## config.mk

```make
export PLATFORM = sky130hd
export DESIGN_NAME = sccb_config_seq
export DESIGN_NICKNAME = d
export VERILOG_FILES = /design/src/rtl/sccb_config_seq.sv
export SDC_FILE = /design/constraint.sdc
export NUM_CORES = 1
export LEC_CHECK = 0
export CAP_MARGIN = 0
export CELL_PAD_IN_SITES_DETAIL_PLACEMENT = 0
export CELL_PAD_IN_SITES_GLOBAL_PLACEMENT = 2
export CORE_ASPECT_RATIO = 0.8
export CORE_MARGIN = 3
export CORE_UTILIZATION = 25
export CTS_BUF_LIST = sky130_fd_sc_hd__clkbuf_4 sky130_fd_sc_hd__clkbuf_8 sky130_fd_sc_hd__clkbuf_16
export DETAILED_ROUTE_END_ITERATION = 6
export GPL_ROUTABILITY_DRIVEN = 1
export HOLD_SLACK_MARGIN = 0.05
export PLACE_DENSITY = 0.68
export SLEW_MARGIN = 40
export SYNTH_ARGS = -nofsm -noshare
export SYNTH_HDL_FRONTEND = slang
export SYNTH_SLANG_ARGS = --single-unit
```

## constraint.sdc

```tcl
create_clock -name clk -period 6.05 [get_ports clk]
set_clock_uncertainty 0.15 [all_clocks]
set_input_delay 1.21 -clock clk [delete_from_list [all_inputs] [get_ports clk]]
set_output_delay 1.21 -clock clk [all_outputs]
set_load 0.01 [all_outputs]
```

## src/rtl/sccb_config_seq.sv

```systemverilog
// Power-up register sequencer for the camera sensor: walks a (sub-address, data)
// table and issues one SCCB byte write per entry with retry, timeout and delay markers.
module sccb_config_seq #(
  parameter int IDX_W          = 8,
  parameter int NUM_ENTRIES    = 73,
  parameter int MAX_RETRY      = 3,
  parameter int GAP_CYCLES     = 16,
  parameter int TIMEOUT_CYCLES = 4096,
  parameter int DELAY_UNIT     = 1024,
  parameter int IGNORE_ACK     = 0
) (
  input  logic             clk,
  input  logic             rst,
  input  logic             start,
  output logic             busy,
  output logic             done,
  output logic             error,
  output logic [IDX_W-1:0] err_index,
  output logic [IDX_W-1:0] tbl_index,
  input  logic [7:0]       tbl_addr,
  input  logic [7:0]       tbl_data,
  output logic             drv_rst_n,
  output logic             drv_wr_en,
  output logic [7:0]       drv_addr,
  output logic [7:0]       drv_data,
  input  logic             drv_work_done,
  input  logic             drv_ack
);

  localparam int TMO_W = $clog2(TIMEOUT_CYCLES) + 1;
  localparam int GAP_W = $clog2(GAP_CYCLES + 1) + 1;
  localparam int DLY_W = 8 + $clog2(DELAY_UNIT) + 1;
  localparam int RTY_W = $clog2(MAX_RETRY + 1) + 1;

  localparam logic [TMO_W-1:0] TMO_LAST = TMO_W'(TIMEOUT_CYCLES - 1);
  localparam logic [GAP_W-1:0] GAP_LAST = GAP_W'((GAP_CYCLES > 0) ? GAP_CYCLES - 1 : 0);
  localparam logic [DLY_W-1:0] DLY_UNIT = DLY_W'(DELAY_UNIT);
  localparam logic [RTY_W-1:0] RTY_MAX  = RTY_W'(MAX_RETRY);
  localparam logic [IDX_W-1:0] IDX_END  = IDX_W'(NUM_ENTRIES);
  localparam logic             IGN_ACK  = (IGNORE_ACK != 0);

  typedef enum logic [3:0] {
    ST_IDLE   = 4'd0,
    ST_LOAD   = 4'd1,
    ST_RSTDRV = 4'd2,
    ST_START  = 4'd3,
    ST_WAIT   = 4'd4,
    ST_CHECK  = 4'd5,
    ST_GAP    = 4'd6,
    ST_DELAY  = 4'd7,
    ST_DONE   = 4'd8,
    ST_ERROR  = 4'd9
  } state_t;

  state_t           state_r;
  logic [IDX_W-1:0] index_r;
  logic [RTY_W-1:0] retry_r;
  logic [TMO_W-1:0] tmo_r;
  logic [GAP_W-1:0] gap_r;
  logic [DLY_W-1:0] dly_r;
  logic             fail_r;
  logic             done_prev_r;
  logic             compl_s;

  assign tbl_index = index_r;
  assign compl_s   = drv_work_done & ~done_prev_r;

  // Sequencer FSM; drv_rst_n and drv_wr_en are set on the transition into the state they belong to.
  always_ff @(posedge clk or negedge rst) begin
    if (!rst) begin
      state_r     <= ST_IDLE;
      index_r     <= '0;
      retry_r     <= '0;
      tmo_r       <= '0;
      gap_r       <= '0;
      dly_r       <= '0;
      fail_r      <= 1'b0;
      done_prev_r <= 1'b0;
      busy        <= 1'b0;
      done        <= 1'b0;
      error       <= 1'b0;
      err_index   <= '0;
      drv_rst_n   <= 1'b0;
      drv_wr_en   <= 1'b0;
      drv_addr    <= 8'h00;
      drv_data    <= 8'h00;
    end else begin
      done_prev_r <= drv_work_done;
      drv_wr_en   <= 1'b0;
      case (state_r)
        ST_IDLE, ST_DONE, ST_ERROR: begin
          if (start) begin
            index_r   <= '0;
            retry_r   <= '0;
            done      <= 1'b0;
            error     <= 1'b0;
            busy      <= 1'b1;
            drv_rst_n <= 1'b1;
            state_r   <= ST_LOAD;
          end else begin
            drv_rst_n <= 1'b0;
          end
        end
        ST_LOAD: begin
          if (index_r == IDX_END) begin
            busy      <= 1'b0;
            done      <= 1'b1;
            drv_rst_n <= 1'b0;
            state_r   <= ST_DONE;
          end else if (tbl_addr == 8'hFF) begin
            dly_r   <= DLY_W'(tbl_data) * DLY_UNIT;
            state_r <= ST_DELAY;
          end else begin
            drv_addr  <= tbl_addr;
            drv_data  <= tbl_data;
            drv_rst_n <= 1'b0;
            state_r   <= ST_RSTDRV;
          end
        end
        ST_RSTDRV: begin
          drv_rst_n <= 1'b1;
          drv_wr_en <= 1'b1;
          state_r   <= ST_START;
        end
        ST_START: begin
          tmo_r   <= '0;
          state_r <= ST_WAIT;
        end
        ST_WAIT: begin
          // A completion edge in the final timeout cycle still counts as a real result.
          if (compl_s) begin
            fail_r  <= drv_ack & ~IGN_ACK;
            state_r <= ST_CHECK;
          end else if (tmo_r == TMO_LAST) begin
            fail_r  <= 1'b1;
            state_r <= ST_CHECK;
          end else begin
            tmo_r <= tmo_r + TMO_W'(1);
          end
        end
        ST_CHECK: begin
          gap_r <= '0;
          if (!fail_r) begin
            index_r <= index_r + IDX_W'(1);
            retry_r <= '0;
            state_r <= ST_GAP;
          end else if (retry_r < RTY_MAX) begin
            retry_r <= retry_r + RTY_W'(1);
            state_r <= ST_GAP;
          end else begin
            err_index <= index_r;
            error     <= 1'b1;
            busy      <= 1'b0;
            drv_rst_n <= 1'b0;
            state_r   <= ST_ERROR;
          end
        end
        ST_GAP: begin
          if (gap_r >= GAP_LAST) begin
            state_r <= ST_LOAD;
          end else begin
            gap_r <= gap_r + GAP_W'(1);
          end
        end
        ST_DELAY: begin
          if (dly_r == '0) begin
            index_r <= index_r + IDX_W'(1);
            retry_r <= '0;
            state_r <= ST_LOAD;
          end else begin
            dly_r <= dly_r - DLY_W'(1);
          end
        end
        default: begin
          busy      <= 1'b0;
          drv_rst_n <= 1'b0;
          state_r   <= ST_IDLE;
        end
      endcase
    end
  end

endmodule
```

==> reports/results.txt <==
The flow ran to the end, and the final reports show no timing, DRC or antenna violations. The peak fanout along the critical path came out at 9. The total vias in the final route is 3298.

At the worst endpoint, the arrival time is 3.27 ns. In this run, synthesis inferred 0 flip-flops with an integrated enable. The tools report the overall die area as 18370 um^2.

The cell seen most often among critical-path stages was sky130_fd_sc_hd__nand4_1. For this block, the initial DRC count from the detailed router was 148. TritonCTS built the clock tree. Registers are responsible for 39.4% of the overall power. The worst hold path was traced through 2 stages. The cts-stage hold buffer count is 0, and the placed wire-length estimate after detailed placement is 7654 um. The post-CTS setup-driven buffer insertion count is 0. The master of the slowest instance on the critical path was sky130_fd_sc_hd__a2111oi_4.

The critical path contains buffers and inverters numbering 2 combined. In the post-synthesis netlist, the cell with the most instances is sky130_fd_sc_hd__dfrtp_1. The logs give 0 for the total grt overflow and 0.34 ns for the clock network latency to the later pin of the worst-skew pair. The area fraction of the dominant cell type after synthesis was 50.13%; the global routing usage on met2 was 19.74%.

The tools report the total leakage power as 2.088 nW. Measured against its own limit, the worst slew margin works out to 45.66%. The area added between synthesis and finish is 25.51%. The average vias per placed instance was 4.922.

For this run, design rule violations remaining after detail routing come to 0. After synthesis the cells add up to 4193 um^2. The tree built by TritonCTS fans out to 84 sinks. The slack of the worst reg-to-reg path is 3.22 ns, and the count of port buffers added during placement is 57. The pre-antenna-repair detailed-routing pass consisted of 5 iterations. For the final count of pins violating max slew, the log shows 0.

The transition time at the pin with the least slew margin works out to 0.8133 ns. The post-synthesis area per instance was 10.48 um^2. In this run the worst setup path begins at tbl_addr[7].

The logs give 0 for the final antenna diode count and 2 for the maximum clock insertion buffer count. Cells with a size suffix above 1 make up 12.09% of the layout. The via count of the first global-routing pass was 3340. The final layout contains 479 nets.

The tools report the critical path data required time as 6.17 ns. The power density over the cells was 464.2 nW/um^2; the wire length reported by the detailed router was 10900 um. The flip-flop and latch count after synthesis works out to 84. The cell chosen for the clock root is sky130_fd_sc_hd__clkbuf_16.

The antenna violation net count after detailed routing was 0. The die is 150.8 um wide. The family with the most delay on the worst path is buffers and inverters. Synthesis produced a netlist with a net count of 427. Destination of the critical timing path: dly_r[13].

In this run the most used layer during global routing was met2. The logs give 0.7688 for the final RePlAce weighted congestion and 9 for the number of buffers inserted during clock tree synthesis. The wire length of the first global-routing pass was 18170 um; the initial antenna violation count was 0.

STA classifies the critical path startpoint as an input port. For this run, the slowest stage of the critical path takes 0.57 ns. The cell count after synthesis came out at 400. The maximum level of the CTS H-tree was 3. Setup violations remaining at the end of the flow were counted as 0.

The logs give 1.555 mW for the internal power of the cells and 16110 um^2 for the core outline area. For the highest clock frequency the design can meet, the log shows 318.0 MHz. For this run, the leading register cell type out of synthesis is sky130_fd_sc_hd__dfrtp_1. Cells fill 32.67% of the core in the end. Setup repair after global routing left no endpoint under its margin. The synthesized design spends more area on one cell type than any other, namely sky130_fd_sc_hd__dfrtp_1.

The run gives 0 as the count of cells resized by post-cts repair. The met3 usage is 4.016%, and the async set-or-reset flop fraction in the synthesized netlist is 100.0%. For met1 alone, demand over resource in global routing was 17.04%. The critical path depth in cells works out to 7. The tools report the clock group share of total power as 21.6%. Counting distinct cell types in the post-synthesis netlist gives 66. The logs give 50.13% for the register area share after synthesis and 0 for the number of hold-slack violations in the final timing report.

In this run the critical register-to-register path is captured at tbl_index[1]. Number of cell instances on the worst register-to-register path: 5. The path class of the lowest-slack min-delay path was reg -> reg.

Count of maximum capacitance violations: 0. Walking the worst path, the cells encountered are clkdlybuf4s50_1, nand4_1, a2111oi_4, buf_4, nor3_1, or4_1, nand4_1. In the post-synthesis netlist, the biggest area contributors are sky130_fd_sc_hd__dfrtp_1 (50%), sky130_fd_sc_hd__mux2_2 (5.9%), sky130_fd_sc_hd__nor2_1 (2.9%). The tools report the largest net degree at the start of global routing as 45. In this run switching power makes up 36.34% of total power. Clock-pin slew was measured on the worst setup and hold paths at 0.06 ns.

The die extent in y works out to 121.8 um. Type of destination of the critical path: a flop. The commonest cells after synthesis are sky130_fd_sc_hd__dfrtp_1 (84), sky130_fd_sc_hd__nor2_1 (32), sky130_fd_sc_hd__nand2_1 (31). The aggregate negative setup slack was 0 ns. Global routing consumed, over all layers together, 12.64% of the routing resources. The initial utilization of the core area, before any placement, comes to 26.03%.

The combinational group share of total power is 39.0%, and the number of warnings issued by yosys is 0. The worst ir drop on vdd was 0.1557 mV; the floorplan row count was 41. The worst path uses 51.98% of the clock period. The run gives 58 as the count of pins on the block boundary. The analysis attributes to net switching a power of 887.8 uW. The beginning of the worst register-to-register path is dly_r[7]. The final routed wire length divided by cell count came out at 16.27 um.

The critical path class was in -> reg. For the finished layout, the period the worst path requires is 3.145 ns.
[final cells by class]
type	instances	area [um^2]
fillers	1707	10850
flip-flops and latches	84	2102
multi-input cells	286	1971
repair buffers	62	605.6
clock buffers	13	274.0
well taps	215	269.0
inverters	9	33.78
clock inverters	1	7.507
[registers in the layout, indices dropped and copies added, names as in the netlist, 3 cells and up]
signal / count
drv_data: 8
tbl_index: 8
dly_r: 19
err_index: 8
tmo_r: 13
retry_r: 3
drv_addr: 8
state_r: 4
gap_r: 6
[how the worst min path moves through the flow]
stage	end	from	slack [ns]
after global routing	error	error	0.36
after CTS	error	error	0.34
after floorplan	retry_r[2]	retry_r[2]	0.31
after detailed placement	error	error	0.32
after global placement	err_index[1]	err_index[1]	0.31
final	error	error	0.33
[per-layer routing]
| metal | vias up | wire (um) |
|---|---|---|
| met3 | 7 | 376 |
| li1 | 1592 | - |
| met5 | - | 0 |
| met1 | 1652 | 5197 |
| met2 | 47 | 5228 |
| met4 | 0 | 99 |
[cells in the final DEF, fill, tap and decap left out, drive strengths merged, types with 5 or more instances in the layout]
master,netlist,final
nand3,15,15
dfrtp,84,84
mux2,22,22
inv,9,9
o21a,6,6
nor2b,5,5
xor2,5,5
or4,5,5
xnor2,11,11
o211ai,5,5
nor2,33,33
nor4,11,11
o21ai,20,20
buf,13,6
nand4,12,12
a21oi,18,18
and3,7,7
clkdlybuf4s50,0,56
nand2,31,31
o31ai,5,5
nor3,12,12
clkbuf,8,13
ha,6,6
[cells by family after synthesis]
| kind of cell | Yosys count | share of synthesized area (%) |
|---|---|---|
| simple gates | 154 | 20.38 |
| compound gates | 85 | 14.41 |
| flops | 84 | 50.13 |
| buf+inv | 30 | 3.312 |
| mux | 25 | 6.625 |
| xor+xnor | 16 | 3.342 |
| fa+ha+maj | 6 | 1.790 |
[metrics by stage]
stage	power (mW)	setup WS, ns	hold slack, ns	instance area (um^2)	instances
after floorplan	1.509	3.350	0.3144	4193	400
after global placement	1.931	2.485	0.3131	4965	655
after detailed placement	1.942	2.546	0.3199	4981	656
after CTS	2.487	2.903	0.3351	5263	670
after global routing	2.630	2.821	0.3565	5263	670
final	2.443	2.905	0.3307	5263	670
[power groups by stage]
| stage | clock (mW) | combinational, mW | sequential [mW] |
|---|---|---|---|
| 2_1_floorplan | 0 | 0.566 | 0.943 |
| 3_3_place_gp | 0 | 0.962 | 0.969 |
| 3_5_place_dp | 0 | 0.970 | 0.972 |
| 4_1_cts | 0.551 | 0.973 | 0.963 |
| 5_1_grt | 0.573 | 1.06 | 0.998 |
| 6_report | 0.528 | 0.954 | 0.961 |
[tightest hold or removal path, stage by stage, from the launching register on]
cell and delay (ns):
sky130_fd_sc_hd__dfrtp_1 0.34, sky130_fd_sc_hd__nand2_1 0.05, sky130_fd_sc_hd__nand2_1 0.06
No activity file was read; power rests on OpenSTA's default activity.
